--- src/rtl/mem_arb.sv ---
// mem_arb: round-robin arbiter between the I$ refill port and the D$
// refill/writeback port over one line-wide backing-memory bus. Only one line
// transaction is in flight at a time, and a watchdog bounds how long a
// grant may wait for the memory acknowledge.
module mem_arb #(
    parameter int BLK_LEN = 59,
    parameter int LINE    = 256,
    parameter int TIMEOUT = 1023
) (
    input  logic               clk,
    input  logic               rst,
    // I$ refill port
    input  logic [BLK_LEN-1:0] b_addr_i,
    input  logic               b_rd_i,
    output logic [LINE-1:0]    b_data_i,
    output logic               b_dv_i,
    // D$ refill / writeback port
    input  logic [BLK_LEN-1:0] b_addr_d,
    input  logic               b_rd_d,
    input  logic               b_wr_d,
    input  logic [LINE-1:0]    b_wdata_d,
    output logic [LINE-1:0]    b_data_d,
    output logic               b_dv_d,
    // backing-memory bus
    output logic [BLK_LEN-1:0] m_addr,
    output logic               m_rd,
    output logic               m_wr,
    output logic [LINE-1:0]    m_wdata,
    input  logic [LINE-1:0]    m_rdata,
    input  logic               m_ack,
    // watchdog expiry
    output logic               bus_err
);

    // A TIMEOUT of 0 disables the watchdog; the counter still needs one bit.
    localparam int CNT_W = (TIMEOUT > 0) ? $clog2(TIMEOUT + 1) : 1;
    localparam logic [CNT_W-1:0] TO_VAL = CNT_W'(TIMEOUT);

    typedef enum logic [1:0] {
        IDLE  = 2'd0,
        GNT_I = 2'd1,
        GNT_D = 2'd2,
        RESP  = 2'd3
    } state_t;

    state_t state;
    state_t state_nxt;

    // Command registers captured at grant time; they alone drive the memory bus.
    logic [BLK_LEN-1:0] cmd_addr;
    logic               cmd_wr;
    logic [LINE-1:0]    cmd_wdata;
    logic               cmd_d;

    // Response data captured on acknowledge (zero after a watchdog expiry).
    logic [LINE-1:0]    resp_data;

    // Round-robin history: 1 when the D port was served most recently.
    logic               last_d;

    logic [CNT_W-1:0]   wd_cnt;

    logic               i_pend;
    logic               d_pend;
    logic               in_gnt;
    logic               timeout_hit;
    logic               grant_i;
    logic               grant_d;

    assign i_pend      = b_rd_i;
    assign d_pend      = b_rd_d | b_wr_d;
    assign in_gnt      = (state == GNT_I) || (state == GNT_D);
    assign timeout_hit = (TIMEOUT != 0) && in_gnt && (wd_cnt == TO_VAL);

    // State register.
    always_ff @(posedge clk) begin
        if (rst) begin
            state <= IDLE;
        end else begin
            state <= state_nxt;
        end
    end

    // Next-state selection and output decode from registered state only.
    always_comb begin
        state_nxt = state;
        grant_i   = 1'b0;
        grant_d   = 1'b0;
        m_addr    = '0;
        m_rd      = 1'b0;
        m_wr      = 1'b0;
        m_wdata   = '0;
        bus_err   = 1'b0;
        b_dv_i    = 1'b0;
        b_dv_d    = 1'b0;
        b_data_i  = '0;
        b_data_d  = '0;
        case (state)
            IDLE: begin
                // I wins when it is the only requester or D went last.
                if (i_pend && (!d_pend || last_d)) begin
                    grant_i   = 1'b1;
                    state_nxt = GNT_I;
                end else if (d_pend) begin
                    grant_d   = 1'b1;
                    state_nxt = GNT_D;
                end
            end
            GNT_I, GNT_D: begin
                m_addr  = cmd_addr;
                m_wdata = cmd_wdata;
                if (timeout_hit) begin
                    bus_err   = 1'b1;
                    state_nxt = RESP;
                end else begin
                    m_rd = ~cmd_wr;
                    m_wr = cmd_wr;
                    if (m_ack) begin
                        state_nxt = RESP;
                    end
                end
            end
            RESP: begin
                state_nxt = IDLE;
                if (cmd_d) begin
                    b_dv_d   = 1'b1;
                    b_data_d = resp_data;
                end else begin
                    b_dv_i   = 1'b1;
                    b_data_i = resp_data;
                end
            end
            default: begin
                state_nxt = IDLE;
            end
        endcase
    end

    // Command latch, response capture, round-robin history and watchdog count.
    // A watchdog expiry also counts as service so a dead port cannot starve
    // the other one.
    always_ff @(posedge clk) begin
        if (rst) begin
            cmd_addr  <= '0;
            cmd_wr    <= 1'b0;
            cmd_wdata <= '0;
            cmd_d     <= 1'b0;
            resp_data <= '0;
            last_d    <= 1'b1;
            wd_cnt    <= '0;
        end else if (grant_i) begin
            cmd_addr  <= b_addr_i;
            cmd_wr    <= 1'b0;
            cmd_wdata <= '0;
            cmd_d     <= 1'b0;
            wd_cnt    <= '0;
        end else if (grant_d) begin
            cmd_addr  <= b_addr_d;
            cmd_wr    <= b_wr_d;
            cmd_wdata <= b_wr_d ? b_wdata_d : '0;
            cmd_d     <= 1'b1;
            wd_cnt    <= '0;
        end else if (in_gnt) begin
            if (timeout_hit) begin
                resp_data <= '0;
                last_d    <= cmd_d;
            end else if (m_ack) begin
                resp_data <= m_rdata;
                last_d    <= cmd_d;
            end else begin
                wd_cnt <= wd_cnt + CNT_W'(1);
            end
        end
    end

endmodule
--- config.mk ---
export PLATFORM = sky130hd
export DESIGN_NAME = mem_arb
export DESIGN_NICKNAME = d
export VERILOG_FILES = /design/src/rtl/mem_arb.sv
export SDC_FILE = /design/constraint.sdc
export NUM_CORES = 1
export LEC_CHECK = 0
export ABC_AREA = 1
export CAP_MARGIN = 20
export CORE_AREA = 2 2 580 582
export CTS_CLUSTER_SIZE = 25
export DETAILED_ROUTE_END_ITERATION = 12
export DIE_AREA = 0 0 582 584
export DONT_BUFFER_PORTS = 1
export GPL_ROUTABILITY_DRIVEN = 0
export HOLD_SLACK_MARGIN = 0.08
export SLEW_MARGIN = 20
export SYNTH_ARGS = -nofsm -noshare
export SYNTH_HDL_FRONTEND = slang
export SYNTH_SLANG_ARGS = --single-unit
--- constraint.sdc ---
create_clock -name clk -period 5.3 [get_ports clk]
set_input_delay 1.59 -clock clk [delete_from_list [all_inputs] [get_ports clk]]
set_output_delay 1.59 -clock clk [all_outputs]
set_load 0.03 [all_outputs]
==> summary.txt <==
Clock network
  – Clk_lat worst skew: 850 ps
  – Post-CTS Setup Bufs: 0
  – Cts hold-fix bufs: 0
  – H-Tree Depth: 3
  – CTS Buf Count: 85
  – CTS root buf: clkbuf_16
  – CTS resizes: 0
  – Clk sinks: 586
  – Reg clk slew, reported paths: 60 ps
  – TritonCTS clock tree: yes
  – Clk buf depth: 4

Synthesis
  – Ys async rst share: 0%
  – Yosys top cell area share: 41.1%
  – Synth Instances: 4828
  – Synthesis warning total: 0
  – Syn_area_per_cell: 5.92 µm²
  – Post-synthesis sequential area ratio: 41.1%
  – Largest cells by area after synthesis: dfxtp_1, nand2_1, nor2_1
  – Synth Cell Area: 28600 µm²
  – Most frequent cells after synthesis: nand2_1, nor2_1, inv_1
  – Yosys cell types: 25
  – Ys flop type: dfxtp_1
  – Net Count, Synth: 5467
  – Synth area leader: dfxtp_1
  – Post-synth EDFFs: 0
  – Most numerous cell in the Yosys netlist: nand2_1
  – Synthesized flop and latch total: 586

STA
  – Final setup fails: 0
  – Tcrit/Tclk final: 91.8%
  – Setup TNS: 0 ps
  – Hold WS: 453 ps
  – Final min period: 4870 ps
  – Maximum clock frequency: 206 MHz
  – Worst slew margin: 22.3%
  – Final hold vios: 0
  – Max Slew Vio Count: 0
  – Worst Tran Pin Value: 1160 ps
  – RSZ-0062 raised after global routing: no
  – Clock skew: 89.4 ps

Routing
  – Number of DRC markers in iteration 0: 2175
  – Top Metal Used: met5
  – Final wirelength: 229000 µm
  – # DRC: 0
  – TritonRoute pass-1 iters: 7
  – Via count: 28977
  – DR WL met3: 40200 µm
  – Antenna-violating nets left: 0
  – Routed WL per cell: 24.8 µm
  – DR vias/cell: 3.14
  – Metal2 WL: 103000 µm
  – M1 WL: 70600 µm

Layout
  – FILL cells: 39126
  – Fin nets: 5324
  – Fin cells: 9229
  – Area grow syn2layout: 28.2%
  – Final instance area: 36600 µm²
  – Share of post-route cells with drive strength above 1: 4.93%
  – Fin util: 11.0%

Critical path
  – Worst path max stage delay: 610 ps
  – Crit start category: flip-flop
  – Crit. End Element: primary output
  – Critical path arrival: 3280 ps
  – Kind of critical path: flip-flop to primary output
  – Most used cell, CP: buf_4
  – Critical path's slowest cell: nand2_4
  – Required @ worst endpoint: 3710 ps
  – Cell Chain, Critical Path: ha_1 -> nand2_4 -> buf_4 -> buf_4 -> nor2_1
  – CP max FO: 63

Placed design
  – DP HPWL: 196000 µm
  – Port bufs: 0
  – Cell total after placement: 8985
  – Cell Area, Placed: 33600 µm²

Floorplan
  – Cell Rows: 212
  – Die width: 582 µm
  – Starting density of the core: 8.58%
  – I/O pins: 1468
  – Core Footprint: 333000 µm²
  – Die area: 340000 µm²
  – Chip Height: 584 µm

GRT
  – Initial antenna violation count: 281
  – Largest net degree at the start of global routing: 146
  – First-pass GRT wire length: 280000 µm
  – Congestion Overflow GR: 0
  – Number of global-route vias before repair: 25733
  – GRT Total Usage: 12.8%

Job
  – Max-Cap Viols: 0

Pwr
  – Max VDD drop: 0.212 mV
  – PD cells: 495 nW/µm²
  – Leakage: 16.6 nW

Worst hold path
  – Type of the most critical hold path: flip-flop to flip-flop

Outcome
  – Status: finished, final reports clean
## cell families after synthesis
logic type,Yosys count,share of synthesized area (%)
AND/OR/NAND/NOR,2580,34.1
buffers and inverters,1233,16.9
flip-flops,586,41.1
AO/OA/AOI/OAI,422,7.69
XOR/XNOR,4,0.123
adder cells (fa/ha/maj),3,0.131
## critical path: cells and delay by family (launching register included)
kind | cells | cell delay [ps]
flops | 1 | 330
buf+inv | 2 | 1000
fa+ha+maj | 1 | 260
simple gates | 2 | 850
## final cells by class
| class | instances | area [µm²] | share of cell area, % |
|---|---|---|---|
| inverter | 937 | 3520 | 9.62 |
| sequential | 586 | 11700 | 32.0 |
| tap | 4387 | 5490 | 15.0 |
| clock inverter | 38 | 455 | 1.24 |
| timing repair buffer | 66 | 708 | 1.93 |
| antenna | 99 | 248 | 0.676 |
| clock buffer | 107 | 2350 | 6.41 |
| multi-input combinational | 3009 | 12100 | 33.1 |
## sequential cells by signal, indices dropped and copies added, names as in the netlist
name	count
cmd_d	1
resp_data	256
state	2
wd_cnt	10
cmd_wr	1
cmd_wdata	256
cmd_addr	59
last_d	1
## final timing paths
check	start	endpoint	slack, ps	depth (start not counted)
setup / recovery	state[0]	b_data_i[7]	430	5
hold / removal	cmd_wdata[253]	cmd_wdata[253]	450	2
setup reg to reg	state[0]	resp_data[132]	1530	12
hold reg to reg	cmd_wdata[253]	cmd_wdata[253]	450	2
## metrics by stage
stage	power, mW	setup WS [ps]
after floorplan	9.94	1840
after global placement	12.4	1120
after detailed placement	12.5	1020
after CTS	18.7	316
after global routing	19.3	205
final	18.1	435
## routing by layer
metal | vias to the layer above | track usage, %
li1 | 13714 | -
met4 | 268 | 6.22
met2 | 1524 | 20.9
met5 | - | 0.532
met3 | 601 | 10.5
met1 | 12870 | 11.1
## power breakdown
| part | internal (mW) | switching, mW | total (mW) |
|---|---|---|---|
| logic | 1.23 | 4.98 | 6.21 |
| registers | 5.45 | 0.537 | 5.98 |
| clock network | 3.50 | 2.45 | 5.95 |
## cells in the final DEF (no fill, tap or decap), types with 2 or more instances in the layout
cell type / count
nand2_4: 3
nor2_1: 1142
bufinv_16: 7
xor2_1: 3
inv_6: 9
a21oi_1: 8
nor3_1: 2
clkbuf_1: 9
buf_4: 49
diode_2: 99
nor2_2: 17
clkbuf_8: 12
buf_12: 17
nand2_1: 1401
o21ai_0: 380
dfxtp_1: 586
ha_1: 2
nand3_1: 6
inv_2: 2
clkinv_4: 6
o21bai_1: 33
clkbuf_16: 86
inv_1: 934
clkinvlp_4: 3
clkinv_2: 11
nand3_4: 4
Power figures use the tool's default switching activity.
